File: src/rtl/ft_recovery_seq.sv
// Recovery sequencer: halts the lockstep cores, restores regs 1..NUM_REGS-1 from safe memory, reloads PC, pulses done.
// Optional running-XOR checksum of the restored state is enabled by defining FT_RECOVERY_CHECKSUM_EN.
module ft_recovery_seq #(
  parameter int unsigned ADDR_WIDTH = 5,
  parameter int unsigned DATA_WIDTH = 32,
  parameter int unsigned NUM_REGS   = 32
) (
  input  logic                  clk_i,
  input  logic                  rst_ni,
  input  logic                  recover_i,
  output logic [ADDR_WIDTH-1:0] safe_raddr_o,
  input  logic [DATA_WIDTH-1:0] safe_rdata_i,
  input  logic [DATA_WIDTH-1:0] safe_pc_i,
`ifdef FT_RECOVERY_CHECKSUM_EN
  input  logic [DATA_WIDTH-1:0] safe_chk_i,
`endif
  output logic                  rf_we_o,
  output logic [ADDR_WIDTH-1:0] rf_waddr_o,
  output logic [DATA_WIDTH-1:0] rf_wdata_o,
  output logic                  pc_load_o,
  output logic [DATA_WIDTH-1:0] pc_o,
  output logic                  halt_o,
  output logic                  done_o,
  output logic                  err_o
);

  typedef enum logic [2:0] {S_IDLE, S_COPY, S_FLUSH, S_PC, S_DONE} state_t;

  localparam logic [ADDR_WIDTH-1:0] LAST_REG = ADDR_WIDTH'(NUM_REGS - 1);
  localparam logic [ADDR_WIDTH-1:0] FIRST_REG = ADDR_WIDTH'(1);

  state_t                  state_q, state_d;
  logic [ADDR_WIDTH-1:0]   cnt_q, cnt_d;
  logic                    recover_q;
  logic                    start;
  logic [ADDR_WIDTH-1:0]   raddr_d, waddr_d;
  logic                    we_d, pc_load_d, halt_d, done_d;
  logic [DATA_WIDTH-1:0]   pc_d;

  // Next-state and next-output logic; outputs are registered from the next state.
  always_comb begin
    state_d   = state_q;
    cnt_d     = cnt_q;
    start     = recover_i && !recover_q;
    case (state_q)
      S_IDLE: begin
        if (start) begin
          state_d = S_COPY;
          cnt_d   = FIRST_REG;
        end
      end
      S_COPY: begin
        if (cnt_q == LAST_REG) state_d = S_FLUSH;
        else                   cnt_d   = cnt_q + FIRST_REG;
      end
      S_FLUSH: state_d = S_PC;
      S_PC:    state_d = S_DONE;
      S_DONE:  state_d = S_IDLE;
      default: state_d = S_IDLE;
    endcase
    halt_d    = (state_d != S_IDLE);
    raddr_d   = (state_d == S_COPY) ? cnt_d : '0;
    // Write port trails the read port by one stage to match memory read latency.
    we_d      = (state_q == S_COPY);
    waddr_d   = (state_q == S_COPY) ? cnt_q : '0;
    pc_load_d = (state_d == S_PC);
    pc_d      = (state_d == S_PC) ? safe_pc_i : '0;
    done_d    = (state_d == S_DONE);
  end

  always_ff @(posedge clk_i or negedge rst_ni) begin
    if (!rst_ni) begin
      state_q      <= S_IDLE;
      cnt_q        <= FIRST_REG;
      recover_q    <= 1'b0;
      safe_raddr_o <= '0;
      rf_we_o      <= 1'b0;
      rf_waddr_o   <= '0;
      pc_load_o    <= 1'b0;
      pc_o         <= '0;
      halt_o       <= 1'b0;
      done_o       <= 1'b0;
    end else begin
      state_q      <= state_d;
      cnt_q        <= cnt_d;
      recover_q    <= recover_i;
      safe_raddr_o <= raddr_d;
      rf_we_o      <= we_d;
      rf_waddr_o   <= waddr_d;
      pc_load_o    <= pc_load_d;
      pc_o         <= pc_d;
      halt_o       <= halt_d;
      done_o       <= done_d;
    end
  end

  // Read data arrives one cycle after the address, so it is forwarded straight to the write port.
  assign rf_wdata_o = rf_we_o ? safe_rdata_i : '0;

`ifdef FT_RECOVERY_CHECKSUM_EN
  logic [DATA_WIDTH-1:0] xor_q, xor_d;
  logic                  err_q, err_d;

  // Running XOR over every restored word and the reloaded PC.
  always_comb begin
    xor_d = xor_q;
    if (state_q == S_IDLE && state_d == S_COPY) begin
      xor_d = '0;
    end else begin
      if (rf_we_o)          xor_d = xor_d ^ safe_rdata_i;
      if (state_q == S_PC)  xor_d = xor_d ^ pc_o;
    end
    err_d = (state_d == S_DONE) && (xor_d != safe_chk_i);
  end

  always_ff @(posedge clk_i or negedge rst_ni) begin
    if (!rst_ni) begin
      xor_q <= '0;
      err_q <= 1'b0;
    end else begin
      xor_q <= xor_d;
      err_q <= err_d;
    end
  end

  assign err_o = err_q;
`else
  assign err_o = 1'b0;
`endif

endmodule

File: config.mk
export PLATFORM = sky130hd
export DESIGN_NAME = ft_recovery_seq
export DESIGN_NICKNAME = d
export VERILOG_FILES = /design/src/rtl/ft_recovery_seq.sv
export SDC_FILE = /design/constraint.sdc
export NUM_CORES = 1
export LEC_CHECK = 0
export CAP_MARGIN = 20
export CORE_MARGIN = 2
export CORE_UTILIZATION = 38
export CTS_BUF_LIST = sky130_fd_sc_hd__clkbuf_16
export DETAILED_ROUTE_END_ITERATION = 6
export HOLD_SLACK_MARGIN = 0.12
export PLACE_DENSITY = 0.83
export SLEW_MARGIN = 25
export SYNTH_ARGS = -nofsm -noshare
export SYNTH_HDL_FRONTEND = slang
export SYNTH_SLANG_ARGS = --single-unit
File: constraint.sdc
create_clock -name clk_i -period 4.55 [get_ports clk_i]
set_clock_uncertainty 0.1 [all_clocks]
set_input_delay 0.6825 -clock clk_i [delete_from_list [all_inputs] [get_ports clk_i]]
set_output_delay 0.6825 -clock clk_i [all_outputs]
set_load 0.01 [all_outputs]
# == Word-level counts from Yosys, hierarchy flattened ==
# Index checks and enable logic that the tools add are counted.
# word_totals
regBits,55
word_cells,32
# classes
add_sub_neg,1
n_mux,10
eq_ne,7
reduce_logical,4
# ops
op,count
two-way mux 32 bit,2
two-way mux 5 bit,4
case mux 3 bit (4 select lines),1
case mux 5 bit (2 select lines),1
"== test 3 x 2 -> 1 bit, second input constant",3
"== test 3 x 1 -> 1 bit, second input constant",2
two-way mux 3 bit,2
"adder 5 x 1 -> 5 bit, second input constant",1
"== test 5 bit, second input constant",1
"== test 3 bit, second input constant",1
logical NOT 3 bit,1
nonzero test 3 bit,1
logical AND 1 bit,1
logical NOT 1 bit,1

# == Depth between registers and ports, before layout ==
# Gate-level depths: netlist of the first run.
# logic_depth
ltp_word,6
depth_mapped,5
depth_no_buf,5

# == Worst setup path after synthesis of the first run ==
# Ideal clock, no wire load.
# synth_timing
path_type,register to register
from,reg cnt_q[0]
to,reg cnt_q[1]
stages_incl_launch_ff,5
n_path_buf,0
period_less_slack_ns,1.705
setup_time_ns,0.124
path_slack_ns,2.845
arrival_time_ns,1.481
required_ns,4.326
cell_sequence,dfstp_2 ha_1 nand4_2 and3_4 a211o_1
# synth_between
elab_chain_len,3
word_cells_on_any_way,4
classes_between,add/sub (1); eq/ne (1); mux (2)
# synth_rtl
item,line_no,text
from (decl),33,"logic [ADDR_WIDTH-1:0] cnt_q, cnt_d;"
from (signal assigned),85,cnt_q <= cnt_d;
adder 5 x 1 -> 5 bit or == test 5 bit (tied branches),"54, 53",
two-way mux 5 bit *,53,if (cnt_q == LAST_REG) state_d = S_FLUSH;
case mux 5 bit (2 select lines) *,45,case (state_q)
net cnt_d[1],33,
# Mark *: on every way through the listed nets, which the timed path passes. The rest lies on a longest branch.

# == Final worst setup path of the first run ==
# layout_timing
from,reg rf_we_o
to,out rf_wdata_o[9]
# layout_between
elab_chain_len,1
# layout_rtl
item,line_no,text
from (decl),17,"output logic rf_we_o,"
from (signal assigned),88,rf_we_o <= we_d;
two-way mux 32 bit,98,assign rf_wdata_o = rf_we_o ? safe_rdata_i : '0;
to (decl),19,"output logic [DATA_WIDTH-1:0] rf_wdata_o,"
# Every way passes these cells.

==> implementation parameters, run 1 <==
Parameter                              Value

Timing
  Endpoints failing setup    0
  Worst slew margin relative to its limit    54.0%
  RSZ-0062 raised after global routing    false
  Post-route setup TNS    0 ns
  Peak Freq    between 300 and 400 MHz
  Clock period minus worst slack    between 2 and 3 ns
  Pins Over Slew Limit    0
  Period utilisation layout    about 60%
  Endpoints failing hold    0
  Worst-Margin Slew    about 0.69 ns

Placement
  Placed inst area    about 3700 um^2
  Routability congestion estimate    0.809
  Placed insts    391
  Count of buffers inserted at the top-level ports    144
  HPWL reported at the end of detailed placement    ~4200 um

Worst setup path
  Crit path arrival time    roughly 1.9 ns
  Crit path capture type    output port
  Capturing point of the worst reg2reg path    cnt_q[1]$_DFF_PN0_
  Chain of cells forming the critical path    and2_1 > clkdlybuf4s50_1
  Critical path start-end classification    reg2out
  Stage delay of the slowest cell on the critical path    roughly 0.8 ns
  Max FO, Critical Path    33
  Critical path data required time    ~3.8 ns
  Number of buffer and inverter instances along the worst setup path    1
  Top cell family by delay on the critical path    flip-flops
  Register-to-Register Setup Slack    ~2.7 ns
  Number of gates on the worst path with buffers counted    2
  Worst r2r src    cnt_q[0]$_DFF_PN1_
  Worst R2R Path Depth    4
  Slowest cell on the critical path    sky130_fd_sc_hd__dfrtp_1
  Critical path startpoint category    flip-flop

Route
  # DRC    0
  Vias after detailed routing    ~1,700
  DR pass1 iterations    4
  Routed length per instance    around 14 um
  Number of vias per cell    ~4.4
  Starting DRC count in detailed routing    between 60 and 70
  Number of nets with antenna violations after routing    0
  Post-Route WL    5530 um

Synth
  Average instance area after synthesis    around 12 um^2
  Share of Yosys cell area claimed by the top area cell type    roughly 61%
  Sequential area share after synthesis    approximately 62%
  Number of library cell types mapped by synthesis    37
  Flop and latch count out of synthesis    55
  Number of nets produced by synthesis    about 250
  Post-synthesis cell count    between 150 and 200
  Area leader, netlist    sky130_fd_sc_hd__dfrtp_1
  Cell Area, Synth    ~2200 um^2
  Leading cell types by total area after synthesis    sky130_fd_sc_hd__dfrtp_1 61%, sky130_fd_sc_hd__and2_1 19%, sky130_fd_sc_hd__a21oi_1 1.4%
  Number of synthesis warnings    0

Clock network
  TritonCTS clock tree    yes
  Buffers inserted during post-CTS setup optimization    0
  Post-CTS clock slew at the launch and capture registers of the worst setup and hold paths    ~0.060 ns
  Max Root-Sink Buffers    2
  Clock Tree Root    sky130_fd_sc_hd__clkbuf_16
  Number of buffers created by CTS    5
  CTS sink cnt    55
  Number of hold buffers added after CTS    0
  CTS HTree Levels    2
  Resized cells post-CTS    0
  Clock insertion delay at the later pin of the skew report    ~0.29 ns

Cells and area
  Final instance area    between 3000 and 4000 um^2
  Area of the multi-input gates    768 um^2
  Final Non-Filler Cells    399
  Final net count    roughly 400
  FF+latch area    approximately 1400 um^2
  Commonest non-fill, non-tap cell in the layout    sky130_fd_sc_hd__clkdlybuf4s50_1
  Most used cells in the layout excluding fill and tap cells    143 x sky130_fd_sc_hd__clkdlybuf4s50_1, 68 x sky130_fd_sc_hd__and2_1, 54 x sky130_fd_sc_hd__dfrtp_1
  Area growth from synthesis to layout    73.9%
  Layout cells sized above 1    ~5.2%
  Diodes inserted    0
  Number of fillers in the final layout    422
  Post-layout util    between 60% and 70%

Die
  Chip Width    ~80 um
  Number of placement rows    27
  I/O pin count    around 150
  Height of the die    approximately 80 um
  Initial Util    around two fifths
  Die ar.    roughly 6400 um^2
  Core Box Area    5570 um^2

Global routing
  Total routing usage reported by global routing    between 10% and 20%
  Initial antenna violation count    0
  GRT overflow    0
  Vias in the first global route    between 1,500 and 2,000
  Maximum number of pins on one net before global-route repair    56
  First-pass GRT wire length    between 8000 and 9000 um

Pwr
  Areal power density over the cells    429 nW/um^2
  Static leakage power    1.69 nW
  Max IR drop VDD    approximately 0.23 mV
  Total Power    approximately 1.6 mW

Min path
  Type of the worst min-delay path    in2async

Job
  Count of maximum capacitance violations    0

Outcome
  Status    finished clean
-- synth_stat cells --
master and number:
sky130_fd_sc_hd__a211o_1 1, sky130_fd_sc_hd__a211oi_1 2, sky130_fd_sc_hd__a21oi_1 6, sky130_fd_sc_hd__a311oi_1 1, sky130_fd_sc_hd__a31oi_1 1, sky130_fd_sc_hd__a41oi_1 2, sky130_fd_sc_hd__and2_1 68, sky130_fd_sc_hd__and3_1 1
sky130_fd_sc_hd__and3_4 1, sky130_fd_sc_hd__and3b_1 2, sky130_fd_sc_hd__and4_1 1, sky130_fd_sc_hd__buf_2 4, sky130_fd_sc_hd__buf_4 1, sky130_fd_sc_hd__clkbuf_1 4, sky130_fd_sc_hd__clkbuf_2 2, sky130_fd_sc_hd__conb_1 1
sky130_fd_sc_hd__dfrtp_1 54, sky130_fd_sc_hd__dfstp_2 1, sky130_fd_sc_hd__ha_1 1, sky130_fd_sc_hd__inv_1 1, sky130_fd_sc_hd__inv_4 1, sky130_fd_sc_hd__nand2_1 3, sky130_fd_sc_hd__nand2_4 1, sky130_fd_sc_hd__nand3_1 2
sky130_fd_sc_hd__nand3b_1 1, sky130_fd_sc_hd__nand4_2 1, sky130_fd_sc_hd__nor2_1 7, sky130_fd_sc_hd__nor2_4 1, sky130_fd_sc_hd__nor2b_1 1, sky130_fd_sc_hd__nor3_1 2, sky130_fd_sc_hd__nor3b_1 2, sky130_fd_sc_hd__nor3b_4 1
sky130_fd_sc_hd__o21ai_0 1, sky130_fd_sc_hd__o21bai_1 2, sky130_fd_sc_hd__or4b_1 1, sky130_fd_sc_hd__xnor2_1 2, sky130_fd_sc_hd__xor2_1 1
-- worst register-to-register path: stages (launching register included) --
cell and delay [ns]:
sky130_fd_sc_hd__dfstp_2 0.57, sky130_fd_sc_hd__ha_1 0.30, sky130_fd_sc_hd__nand4_2 0.26, sky130_fd_sc_hd__and3_4 0.28, sky130_fd_sc_hd__a211o_1 0.25
-- where the power goes --
group / internal [mW] / leakage, nW / switching, mW
clock: 0.201 / 0.0696 / 0.158
sequential: 0.561 / 0.735 / 0.0979
combinational: 0.384 / 0.882 / 0.245
total: 1.15 / 1.69 / 0.501
-- flip-flops by register name, summed over array words and instances (netlist names) --
register	count
pc_o	32
cnt_q	5
rf_waddr_o	5
safe_raddr_o	5
state_q	3
done_o	1
halt_o	1
pc_load_o	1
recover_q	1
rf_we_o	1
-- metal layers --
metal | global-route usage, % | up-vias | wire length (um)
met5 | 0 | - | 0
met2 | 29.6 | 53 | 2840
met1 | 21.6 | 809 | 2350
li1 | - | 872 | -
met3 | 4.27 | 9 | 256
met4 | 5.42 | 0 | 70
-- final cells by class --
class                           count  share of cell area (%)
Multi-Input combinational cell    117                    20.0
Sequential cell                    55                    35.9
Timing Repair Buffer              146                    37.9
Clock buffer                        5                    3.26
Tap cell                           72                    2.35
Clock inverter                      2                   0.358
Inverter                            2                   0.261
-- how the worst max path moves through the flow --
stage                             startpoint                  to  slack (ns)
after global routing       rf_we_o$_DFF_PN0_       rf_wdata_o[9]        1.72
after floorplan           cnt_q[0]$_DFF_PN1_  cnt_q[1]$_DFF_PN0_        2.85
final                      rf_we_o$_DFF_PN0_       rf_wdata_o[9]        1.88
after detailed placement     safe_rdata_i[9]       rf_wdata_o[9]        1.93
after global placement       safe_rdata_i[5]       rf_wdata_o[5]        1.95
after CTS                  rf_we_o$_DFF_PN0_       rf_wdata_o[5]        1.87
-- metrics by stage --
step	hold slack (ns)	setup WS, ns
floorplan	0.287	2.85
global placement	0.457	1.95
detailed placement	0.466	1.93
CTS	0.446	1.87
global route	0.483	1.72
finish	0.412	1.88
-- kinds of logic after synthesis --
logic type	share of synthesized area (%)
simple gates	28.0
flops	62.4
compound gates	4.82
buf+inv	2.83
xor+xnor	1.19
fa+ha+maj	0.566
other cells	0.170
(Power assumes the default switching activity.)
==> run 2, diff against run 1 <==
--- a/config.mk
+++ b/config.mk
@@ -7,11 +7,11 @@
 export LEC_CHECK = 0
 export CAP_MARGIN = 20
 export CORE_MARGIN = 2
-export CORE_UTILIZATION = 38
+export CORE_UTILIZATION = 32
 export CTS_BUF_LIST = sky130_fd_sc_hd__clkbuf_16
 export DETAILED_ROUTE_END_ITERATION = 6
 export HOLD_SLACK_MARGIN = 0.12
-export PLACE_DENSITY = 0.83
+export PLACE_DENSITY = 0.75
 export SLEW_MARGIN = 25
 export SYNTH_ARGS = -nofsm -noshare
 export SYNTH_HDL_FRONTEND = slang
==> constraint.sdc (replaced) <==
create_clock -name clk_i -period 2.4 [get_ports clk_i]
set_clock_uncertainty 0.1 [all_clocks]
set_input_delay 0.36 -clock clk_i [delete_from_list [all_inputs] [get_ports clk_i]]
set_output_delay 0.36 -clock clk_i [all_outputs]
set_load 0.01 [all_outputs]
==> implementation parameters, run 2 (synthesized netlist as in run 1, its figures left out) <==
Parameter                              Value

Outcome
  Status    finished clean

Timing
  Clock period minus worst slack    2.05 ns
  Worst hold slack after final layout    0.480 ns (+0.0678 ns)
  Post-route setup TNS    0 ns (unchanged)
  RSZ-0062 raised after global routing    false
  Worst-Margin Slew    0.578 ns (-0.112 ns)
  Endpoints failing hold    0 (unchanged)
  Pins Over Slew Limit    0 (unchanged)
  Setup ws final    0.347 ns (-1.53 ns)
  Peak Freq    between 400 and 500 MHz
  Period utilisation layout    about 86%
  Endpoints failing setup    0 (unchanged)
  Worst slew margin relative to its limit    61.5% (+7.5 points)

Cells and area
  Most used cells in the layout excluding fill and tap cells    143 x sky130_fd_sc_hd__clkdlybuf4s50_1, 68 x sky130_fd_sc_hd__and2_1, 54 x sky130_fd_sc_hd__dfrtp_1
  Number of fillers in the final layout    555 (+32%)
  Register with the highest flop count    pc_o
  Final net count    398 (+0.76%)
  Flip-flop count of the largest register after layout    32 (unchanged)
  Diodes inserted    0 (unchanged)
  Area growth from synthesis to layout    75.4%
  Layout cells sized above 1    5.74% (+0.54 points)
  Commonest non-fill, non-tap cell in the layout    sky130_fd_sc_hd__clkdlybuf4s50_1

Worst setup path
  Critical path startpoint category    flip-flop
  Critical path start-end classification    reg2out
  Slowest cell on the critical path    sky130_fd_sc_hd__clkdlybuf4s50_1
  Crit path capture type    output port
  Critical path data required time    1.94 ns (-1.83 ns)
  Crit path arrival time    1.59 ns (-0.30 ns)
  Stage delay of the slowest cell on the critical path    0.56 ns (-0.22 ns)
  Max FO, Critical Path    33 (unchanged)
  Chain of cells forming the critical path    buf_4 > and2_1 > clkdlybuf4s50_1

Die
  Core Box Area    6720 um^2 (+21%)
  I/O pin count    146 (unchanged)
  Chip Width    87.1 um (+8.5%)
  Height of the die    87.1 um (+8.5%)
  Initial Util    32.9% (-6.8 points)
  Die ar.    7580 um^2 (+18%)
  Number of placement rows    30 (+11%)

Placement
  HPWL reported at the end of detailed placement    4200 um (about the same)
  Setup slack at placement    0.435 ns (-1.49 ns)
  Routability congestion estimate    0.815 (+0.75%)
  Count of buffers inserted at the top-level ports    144 (unchanged)

Global routing
  First-pass GRT wire length    8670 um (+1.5%)
  GRT overflow    0 (unchanged)
  Total routing usage reported by global routing    14.8% (-2.5 points)
  Initial antenna violation count    0 (unchanged)
  Maximum number of pins on one net before global-route repair    34 (-39%)
  Vias in the first global route    1,707 (+3.5%)

Route
  Vias after detailed routing    1,757 (+0.80%)
  Routed length per instance    13.6 um (-2.0%)
  # DRC    0 (unchanged)
  Starting DRC count in detailed routing    48 (-29%)
  Post-Route WL    5580 um (+1.0%)
  Number of vias per cell    4.27 (-2.1%)
  DR pass1 iterations    4 (unchanged)
  Number of nets with antenna violations after routing    0 (unchanged)

Clock network
  Buffers inserted during post-CTS setup optimization    0 (unchanged)
  Clock Tree Root    sky130_fd_sc_hd__clkbuf_16
  Post-CTS clock slew at the launch and capture registers of the worst setup and hold paths    0.07 ns (about the same)
  CTS sink cnt    55 (unchanged)
  Clock insertion delay at the later pin of the skew report    0.28 ns (about the same)
  Number of buffers created by CTS    5 (unchanged)
  TritonCTS clock tree    yes
  Max Root-Sink Buffers    2 (unchanged)
  CTS HTree Levels    2 (unchanged)

Job
  Count of maximum capacitance violations    0 (unchanged)

Pwr
  Areal power density over the cells    810 nW/um^2 (+89%)
  Static leakage power    1.70 nW (+0.84%)
  Max IR drop VDD    0.421 mV (+85%)

Min path
  Type of the worst min-delay path    in2reg
==> run 2: area by class of cell <==
class / instances / area, um^2 / area share [%]
timing repair buffer: 149 / 1480 / 38.1
sequential: 55 / 1380 / 35.6
multi-input combinational: 117 / 768 / 19.8
clock buffer: 5 / 125 / 3.23
tap: 80 / 100 / 2.58
clock inverter: 3 / 16.3 / 0.420
inverter: 2 / 10.0 / 0.258
==> run 2: final timing paths <==
path                                    startpoint             endpoint  slack, ns  cells past startpoint
worst max register to register  cnt_q[0]$_DFF_PN1_   cnt_q[1]$_DFF_PN0_       0.54                      4
worst max-delay path             rf_we_o$_DFF_PN0_       rf_wdata_o[15]       0.35                      3
min in group asynchronous                   rst_ni    pc_o[9]$_DFF_PN0_       0.51                      2
worst min register to register  cnt_q[0]$_DFF_PN1_   cnt_q[0]$_DFF_PN1_       0.49                      2
max in group asynchronous                   rst_ni   cnt_q[0]$_DFF_PN1_       1.00                      3
worst min-delay path                     recover_i  recover_q$_DFF_PN0_       0.48                      1
==> run 2: stage by stage <==
| step | total power [mW] | utilization (%) | cell area [um^2] | cells |
|---|---|---|---|---|
| 6_report | 3.14 | 57.7 | 3870 | 411 |
| 5_1_grt | 3.34 | 57.7 | 3870 | 411 |
| 4_1_cts | 3.18 | 57.7 | 3870 | 411 |
| 3_5_place_dp | 2.47 | 55.4 | 3720 | 402 |
| 3_3_place_gp | 2.46 | 55.4 | 3720 | 402 |
| 2_1_floorplan | 1.79 | - | 2210 | 185 |
==> run 2: what timing repair did <==
item | 4_1_cts | 5_1_grt
hold buffers | 1 | 0
setup endpoints to repair | 0 | 0
endpoints found under the hold margin | 25 | 0
resized for setup | 0 | 0
==> run 2: metal layers <==
metal	vias to the layer above	track usage [%]	share of wire [%]
met4	0	3.98	1.1
met3	10	4.74	5.1
met1	817	18.8	42
met5	-	0	0
met2	51	24.4	52
li1	879	-	-
==> run 2: worst max-delay path: cells and delay by family, from the launching register on <==
family,cells,cell delay [ns]
simple gates,1,0.18
flops,1,0.32
buf+inv,2,0.80
==> run 2: report_power, final <==
group          switching [mW]  leakage, nW  internal (mW)
sequential              0.140        0.735           1.06
combinational           0.506        0.894          0.741
clock                   0.305       0.0710          0.381
